$ cat config.mk
export PLATFORM = sky130hd
export DESIGN_NAME = wave_meas
export DESIGN_NICKNAME = d
export VERILOG_FILES = /design/src/rtl/wave_meas.sv
export SDC_FILE = /design/constraint.sdc
export NUM_CORES = 1
export LEC_CHECK = 0
export CAP_MARGIN = 20
export CORE_AREA = 2 2 127 129
export CTS_BUF_LIST = sky130_fd_sc_hd__clkbuf_16
export DETAILED_ROUTE_END_ITERATION = 16
export DIE_AREA = 0 0 129 131
export PLACE_DENSITY = 0.85
export SETUP_SLACK_MARGIN = 0.05
export SKIP_CTS_REPAIR_TIMING = 1
export SKIP_LAST_GASP = 1
export SLEW_MARGIN = 20
export SYNTH_ARGS = -nofsm -noshare
export SYNTH_HDL_FRONTEND = slang
export SYNTH_SLANG_ARGS = --single-unit
$ cat constraint.sdc
create_clock -name clk -period 7.9 [get_ports clk]
set_clock_uncertainty 0.2 [all_clocks]
set_input_delay 1.185 -clock clk [delete_from_list [all_inputs] [get_ports clk]]
set_output_delay 1.185 -clock clk [all_outputs]
set_load 0.01 [all_outputs]
$ cat src/rtl/wave_meas.sv
// Waveform measurement: a Schmitt-trigger level detector delimits cycles on rising
// crossings and reports period, high time and signed peaks of each complete cycle.
module wave_meas #(
    parameter int DataWidth = 16,
    parameter int CntWidth  = 24,
    parameter int Hyst      = 16
) (
    input  logic                        clk,
    input  logic                        rst,
    input  logic                        en,
    input  logic                        sample_valid,
    input  logic signed [DataWidth-1:0] sample,
    input  logic signed [DataWidth-1:0] threshold,
    output logic        [CntWidth-1:0]  period,
    output logic        [CntWidth-1:0]  high_time,
    output logic signed [DataWidth-1:0] peak_max,
    output logic signed [DataWidth-1:0] peak_min,
    output logic                        meas_valid,
    output logic                        timeout,
    output logic                        dbg_measure,
    output logic                        dbg_level
);

    typedef enum logic {
        SEEK    = 1'b0,
        MEASURE = 1'b1
    } state_t;

    localparam logic        [CntWidth-1:0] CntMax = '1;
    localparam logic        [CntWidth-1:0] CntOne = CntWidth'(1);
    localparam logic signed [DataWidth:0]  HystX  = (DataWidth+1)'(Hyst);

    state_t                      state, state_d;
    logic                        level, level_d;
    logic        [CntWidth-1:0]  cnt, cnt_d, hcnt, hcnt_d, cnt_inc;
    logic signed [DataWidth-1:0] max_r, max_d, min_r, min_d;
    logic signed [DataWidth:0]   sample_x, thr_hi, thr_lo;
    logic                        rise, capture, set_to;

    // One extra bit so threshold +/- Hyst can never wrap around the sample range.
    assign sample_x = {sample[DataWidth-1], sample};
    assign thr_hi   = {threshold[DataWidth-1], threshold} + HystX;
    assign thr_lo   = {threshold[DataWidth-1], threshold} - HystX;
    assign cnt_inc  = cnt + CntOne;

    // sample_valid qualifies sample: nothing (including level) moves in a cycle where it is low.
    always_comb begin
        level_d = level;
        if (sample_valid) begin
            if (sample_x >= thr_hi)
                level_d = 1'b1;
            else if (sample_x < thr_lo)
                level_d = 1'b0;
        end
    end

    assign rise = sample_valid & ~level & level_d;

    always_comb begin
        state_d = state;
        cnt_d   = cnt;
        hcnt_d  = hcnt;
        max_d   = max_r;
        min_d   = min_r;
        capture = 1'b0;
        set_to  = 1'b0;
        if (!en) begin
            state_d = SEEK;
            cnt_d   = '0;
            hcnt_d  = '0;
        end else if (sample_valid) begin
            if (rise) begin
                capture = (state == MEASURE);
                state_d = MEASURE;
                cnt_d   = CntOne;
                hcnt_d  = CntOne;
                max_d   = sample;
                min_d   = sample;
            end else if (cnt_inc == CntMax) begin
                set_to  = 1'b1;
                state_d = SEEK;
                cnt_d   = '0;
                hcnt_d  = '0;
            end else begin
                cnt_d = cnt_inc;
                if (state == MEASURE) begin
                    if (level_d)
                        hcnt_d = hcnt + CntOne;
                    if (sample > max_r)
                        max_d = sample;
                    if (sample < min_r)
                        min_d = sample;
                end
            end
        end
    end

    always_ff @(posedge clk or negedge rst) begin
        if (!rst) begin
            state      <= SEEK;
            level      <= 1'b0;
            cnt        <= '0;
            hcnt       <= '0;
            max_r      <= '0;
            min_r      <= '0;
            period     <= '0;
            high_time  <= '0;
            peak_max   <= '0;
            peak_min   <= '0;
            meas_valid <= 1'b0;
            timeout    <= 1'b0;
        end else begin
            state      <= state_d;
            level      <= level_d;
            cnt        <= cnt_d;
            hcnt       <= hcnt_d;
            max_r      <= max_d;
            min_r      <= min_d;
            meas_valid <= capture;
            if (capture) begin
                period    <= cnt;
                high_time <= hcnt;
                peak_max  <= max_r;
                peak_min  <= min_r;
            end
            if (!en || capture)
                timeout <= 1'b0;
            else if (set_to)
                timeout <= 1'b1;
        end
    end

    assign dbg_measure = (state == MEASURE);
    assign dbg_level   = level;

endmodule

==> impl_metrics.json, run 1 <==
{
  "hpwl_microns": 16140,
  "viasPerCell": 5.998,
  "drtPass1Iterations": 6,
  "numCtsBuffers": 17,
  "grt_max_degree": 95,
  "relSlewSlack_pct": 33.40,
  "power.leakage_uw": 0.004863,
  "ys_seq_area_share_pct": 44.74,
  "p_int_uw": 1597,
  "p_comb_share_pct": 22.4,
  "cts_tree": "done",
  "tns_ns": 0,
  "critPathTopFamily": "simple AND/OR/NAND/NOR gates",
  "rsz0062_at_grt": "no",
  "final_cell_mix": "dfrtp_1, clkdlybuf4s50_1, nand2_1",
  "path_buf_inv": 2,
  "start_util_pct": 58.82,
  "async_flop_share_pct": 100.0,
  "num_io_pins": 120,
  "seqPwrFrac_pct": 43.0,
  "cp-end-kind": "register",
  "fin_ws_ns": 2.117,
  "finalCritPeriodShare_pct": 73.20,
  "ys_seq_elements": 164,
  "yosysWarningCount": 0,
  "fmax_mhz": 172.9,
  "worst_ir_drop_vdd_v": 0.0001698,
  "drt-initial-drc-count": 607,
  "synth_area_leaders": "dfrtp_1, ha_1, mux2_2, nand2_1, o21ai_0",
  "finalPower_uw": 2331,
  "clkPwrFrac_pct": 34.6,
  "synth_top_area_cell": "dfrtp_1",
  "ys.flop_type": "dfrtp_1",
  "syn_inst": 929,
  "clock_sinks": 164,
  "ff2ff_path_depth": 9,
  "vias": 7515,
  "cp_slowest_cell": "nand2_4",
  "cp.arrival_ns": 5.93,
  "layout_commonest_cell": "dfrtp_1",
  "slowest_delay_ns": 0.76,
  "synth_area_sq_mm": 0.009174,
  "status": "finished clean",
  "cts_max_path_buffers": 2,
  "final_util_pct": 70.78,
  "synth_edf_count": 0,
  "path_cells": "clkdlybuf4s50_1, nand3_1, nor2_1, nand2_1, nor3_1, nand3_1, xor2_1, ha_1, a21o_1, a2111oi_0, nor2_1, a221o_1, and2_1, nand2_4, buf_4, nand2_1, o21ai_0",
  "die_area_sq_mm": 0.01690,
  "hold_end": "peak_min[12]$_DFFE_PN0P_",
  "core_area_sq_mm": 0.01560,
  "die_h_microns": 131,
  "worstSetupStartpointType": "input pin",
  "critical_path_class": "in -> reg",
  "grt_overflow": 0,
  "slew_violations": 0,
  "synth.distinct_cells": 61,
  "cp.required_ns": 8.05,
  "worstHoldStart": "peak_min[12]$_DFFE_PN0P_",
  "crit_fanout": 89,
  "path_clk_slew_ns": 0.07,
  "netlist.area_leader.share_pct": 44.74,
  "synthToLayoutAreaGrowth_pct": 20.34,
  "r2r_start": "cnt[1]$_DFFE_PN0P_",
  "setup_viol": 0,
  "r2r_setup_slack_ns": 3.51,
  "drt_wl_total_microns": 22520,
  "hp-class": "reg -> reg",
  "grt_pass1_wl_microns": 36850,
  "h-tree-depth": 4,
  "p_sw_share_pct": 31.49,
  "r2r-end": "max_r[0]$_DFFE_PN0P_",
  "power_density_mw_per_mm2": 211.2,
  "drv_cap": 0,
  "grt_pass1_vias": 7175,
  "place_congestion": 0.9397,
  "diodes": 0,
  "drive_gt1_share_pct": 9.932,
  "avgSynthCellArea_sq_um": 9.875,
  "drtAntennaViolNets": 0,
  "syn_nets": 1031,
  "io_buffers": 119,
  "cts-root-buf": "clkbuf_16",
  "period_minus_slack_ns": 5.783,
  "drcViolationCount": 0,
  "worst_skew_pair.late_latency_ns": 0.44,
  "crit_start": "threshold[6]",
  "fin_nets": 1126,
  "fp-row-count": 46,
  "wl_per_cell_microns": 17.98,
  "tightest_slew_ns": 0.9991,
  "whs_path_depth": 2,
  "dieWidth_microns": 129,
  "post-place-ws_ns": 1.717,
  "hold_viol": 0,
  "grt_antenna_before_repair": 0,
  "grt_usage_pct": 27.89,
  "switchingPower_uw": 734.1
}
-- cells in the mapped netlist (15+ instances only) --
master and instances:
nand2_1 99, nand3_1 43, inv_1 59, nor3_1 25
a21oi_1 33, dfrtp_1 164, o21ai_0 68, nand4_1 26
or4_1 15, ha_1 66, clkbuf_1 28, nor2_1 35
mux2_2 52, mux2_1 20
-- through the flow --
step                instances  hold slack (ns)  area, sq um
floorplan                 929           0.2642         9174
global placement         1221           0.2622        10460
detailed placement       1221           0.2691        10460
CTS                      1253           0.2856        11040
global route             1253           0.3167        11040
finish                   1253           0.2797        11040
-- area by class of cell --
cell class | instances | area (sq um)
clock buffer | 17 | 425.4
clock inverter | 15 | 153.9
fill | 1136 | 4558
inverter | 59 | 221.5
multi-input combinational | 657 | 4627
sequential | 164 | 4104
tap | 216 | 270.3
timing repair buffer | 125 | 1237
-- sequential cells by signal, summed over array words and instances (netlist names) --
signal,cells
cnt,24
dbg_level,1
dbg_measure,1
hcnt,24
high_time,24
max_r,16
meas_valid,1
min_r,16
peak_max,16
peak_min,16
period,24
timeout,1
-- worst max-delay path by stage --
| stage | end | slack, ns | depth (start not counted) |
|---|---|---|---|
| global route | peak_max[5]$_DFFE_PN0P_ | 1.77 | 17 |
| floorplan | high_time[10]$_DFFE_PN0P_ | 2.84 | 18 |
| global placement | peak_min[11]$_DFFE_PN0P_ | 1.89 | 16 |
| detailed placement | peak_max[5]$_DFFE_PN0P_ | 1.72 | 17 |
| CTS | peak_max[5]$_DFFE_PN0P_ | 2.16 | 17 |
| finish | peak_max[4]$_DFFE_PN0P_ | 2.12 | 17 |
-- kinds of logic (layout without fill, tap and decap cells) --
logic type,Yosys count,after routing,synth area share [%]
simple gates,300,300,16.56
compound gates,194,194,13.45
flops,164,164,44.74
buf+inv,108,216,4.992
mux,75,75,9.165
fa+ha+maj,66,66,9.002
xor+xnor,22,22,2.100
-- layer usage --
metal	vias up	track usage, %	routed length, microns
li1	3555	-	-
met1	3665	37.71	9955
met2	253	45.28	10740
met3	42	5.090	1254
met4	0	10.42	578
met5	-	0	0
-- worst register-to-register path, stage by stage, from the launching register on --
cell	delay, ns
dfrtp_1	0.51
ha_1	0.36
nand3_2	0.24
or4_1	0.45
a2111oi_1	0.42
o22ai_1	0.20
nor4_4	0.72
nor3_1	0.19
o21ai_4	0.56
mux2_2	0.42
-- power by group through the flow --
stage | clock, uW | combinational [uW] | sequential (uW)
final | 806 | 523 | 1000
after floorplan | 0 | 323 | 1010
after global placement | 0 | 492 | 1010
after CTS | 815 | 524 | 1000
after detailed placement | 0 | 511 | 1020
after global routing | 854 | 590 | 1010
No activity file was read; power rests on OpenSTA's default activity.
==> inputs of run 2 (changes only) <==
CORE_AREA = 2 2 131 133   (was 2 2 127 129)
DIE_AREA = 0 0 133 135   (was 0 0 129 131)
PLACE_DENSITY = 0.8   (was 0.85)
clock period = 6.05 ns   (was 7.9 ns; I/O delays follow)
==> impl_metrics.json, run 2 (synthesized netlist as in run 1, its figures left out) <==
{
  "status": "finished clean",
  "numCtsBuffers": 17,
  "power_density_mw_per_mm2": 272.1,
  "die_h_microns": 135,
  "drt_wl_total_microns": 22520,
  "worst_skew_pair.late_latency_ns": 0.43,
  "drcViolationCount": 0,
  "grt_antenna_before_repair": 0,
  "wl_per_cell_microns": 17.88,
  "slowest_delay_ns": 0.66,
  "grt_usage_pct": 25.66,
  "worst_ir_drop_vdd_v": 0.0001901,
  "core_area_sq_mm": 0.01641,
  "drtPass1Iterations": 4,
  "dieWidth_microns": 133,
  "fmax_mhz": 187.1,
  "drv_cap": 0,
  "grt_max_degree": 112,
  "drive_gt1_share_pct": 9.913,
  "tightest_slew_ns": 0.8948,
  "cp-end-kind": "register",
  "cts_tree": "done",
  "crit_top_cell": "or4_1",
  "cp.required_ns": 6.18,
  "fin_nets": 1128,
  "grt_pass1_wl_microns": 36540,
  "hold_viol": 0,
  "num_io_pins": 120,
  "final_cell_mix": "dfrtp_1, clkdlybuf4s50_1, nand2_1",
  "layout_commonest_cell": "dfrtp_1",
  "synthToLayoutAreaGrowth_pct": 20.62,
  "hp-class": "reg -> reg",
  "n_fill_cell": 1279,
  "power.leakage_uw": 0.004881,
  "vias": 7509,
  "ff2ff_path_depth": 9,
  "die_area_sq_mm": 0.01796,
  "h-tree-depth": 4,
  "whs_path_depth": 2,
  "hpwl_microns": 16290,
  "setup_viol": 0,
  "start_util_pct": 55.91,
  "drt-initial-drc-count": 619,
  "finalPower_uw": 3011,
  "drtAntennaViolNets": 0,
  "place_congestion": 0.9394,
  "finalCritPeriodShare_pct": 88.34,
  "viasPerCell": 5.964,
  "tns_ns": 0,
  "critical_path_class": "in -> reg",
  "slew_violations": 0,
  "diodes": 0,
  "grt_pass1_vias": 7186,
  "rsz0062_at_grt": "no",
  "grt_overflow": 0,
  "cts-root-buf": "clkbuf_16",
  "fp-row-count": 47,
  "clock_sinks": 164,
  "io_buffers": 119,
  "relSlewSlack_pct": 40.35,
  "path_cells": "clkdlybuf4s50_1, or4_1, nor4_1, nand2_1, xor2_1, ha_1, nand3_1, nor3_1, a22oi_1, a31oi_1, o311ai_2, or4_1, or2_1, o31ai_1",
  "cp_slowest_cell": "or4_1",
  "cp.arrival_ns": 5.47,
  "worstSetupStartpointType": "input pin",
  "path_clk_slew_ns": 0.07,
  "crit_fanout": 8,
  "period_minus_slack_ns": 5.344,
  "cts_max_path_buffers": 2
}
==> run 2: cell count changes in the layout (fill, tap and decap cells not counted), moves of 2 or more <==
cell | previous run | this run
clkinv_8 | 2 | 0
clkinv_2 | 1 | 3
clkinv_4 | 2 | 4
buf_12 | 0 | 2
inv_8 | 5 | 1
==> run 2: final cells by class <==
class	count	area [sq um]	area share (%)
clock inverter	15	132.6	1.199
clock buffer	17	425.4	3.844
inverter	59	221.5	2.001
tap	220	275.3	2.488
timing repair buffer	127	1280	11.57
sequential	164	4104	37.09
multi-input combinational	657	4627	41.81
==> run 2: critical path: cells and delay by family <==
kind / cells / cell delay (ns)
and+or+nand+nor: 7 / 2.56
buffers and inverters: 1 / 0.56
xor gates and xnor gates: 1 / 0.17
AOI/OAI and AO/OA: 4 / 0.94
adders and majority gates: 1 / 0.33
==> run 2: worst paths after layout <==
check | slack (ns) | from | to
worst max-delay path | 0.71 | threshold[6] | hcnt[18]$_DFFE_PN0P_
worst min-delay path | 0.28 | peak_min[12]$_DFFE_PN0P_ | peak_min[12]$_DFFE_PN0P_
worst max register to register | 1.66 | cnt[1]$_DFFE_PN0P_ | min_r[2]$_DFFE_PN0P_
worst min register to register | 0.28 | peak_min[12]$_DFFE_PN0P_ | peak_min[12]$_DFFE_PN0P_
max in group asynchronous | 4.05 | rst | period[19]$_DFFE_PN0P_
min in group asynchronous | 0.38 | rst | high_time[2]$_DFFE_PN0P_
==> run 2: layer usage <==
layer	track usage (%)	routed length (microns)	share of wire (%)	up-vias
li1	-	-	-	3556
met1	34.96	10260	46	3686
met2	42.43	10890	48	240
met3	4.129	1033	4.6	27
met4	8.005	327	1.5	0
met5	0	0	0	-
==> run 2: through the flow <==
stage	instance area [sq um]	hold WS, ns	std cells	utilization (%)	setup WS, ns
after floorplan	9174	0.2642	929	-	1.266
after global placement	10510	0.2600	1227	64.03	0.5702
after detailed placement	10510	0.2691	1227	64.03	0.3624
after CTS	11060	0.2839	1259	67.43	0.7877
after global routing	11070	0.3030	1259	67.44	0.4498
final	11070	0.2799	1259	67.44	0.7057
==> run 2: report_power, final <==
part	total, uW	leakage [uW]	switching [uW]	internal, uW
combinational	672	0.00237	367	305
clock	1030	0.000279	462	569
sequential	1310	0.00223	78.1	1230
total	3010	0.00488	906	2100
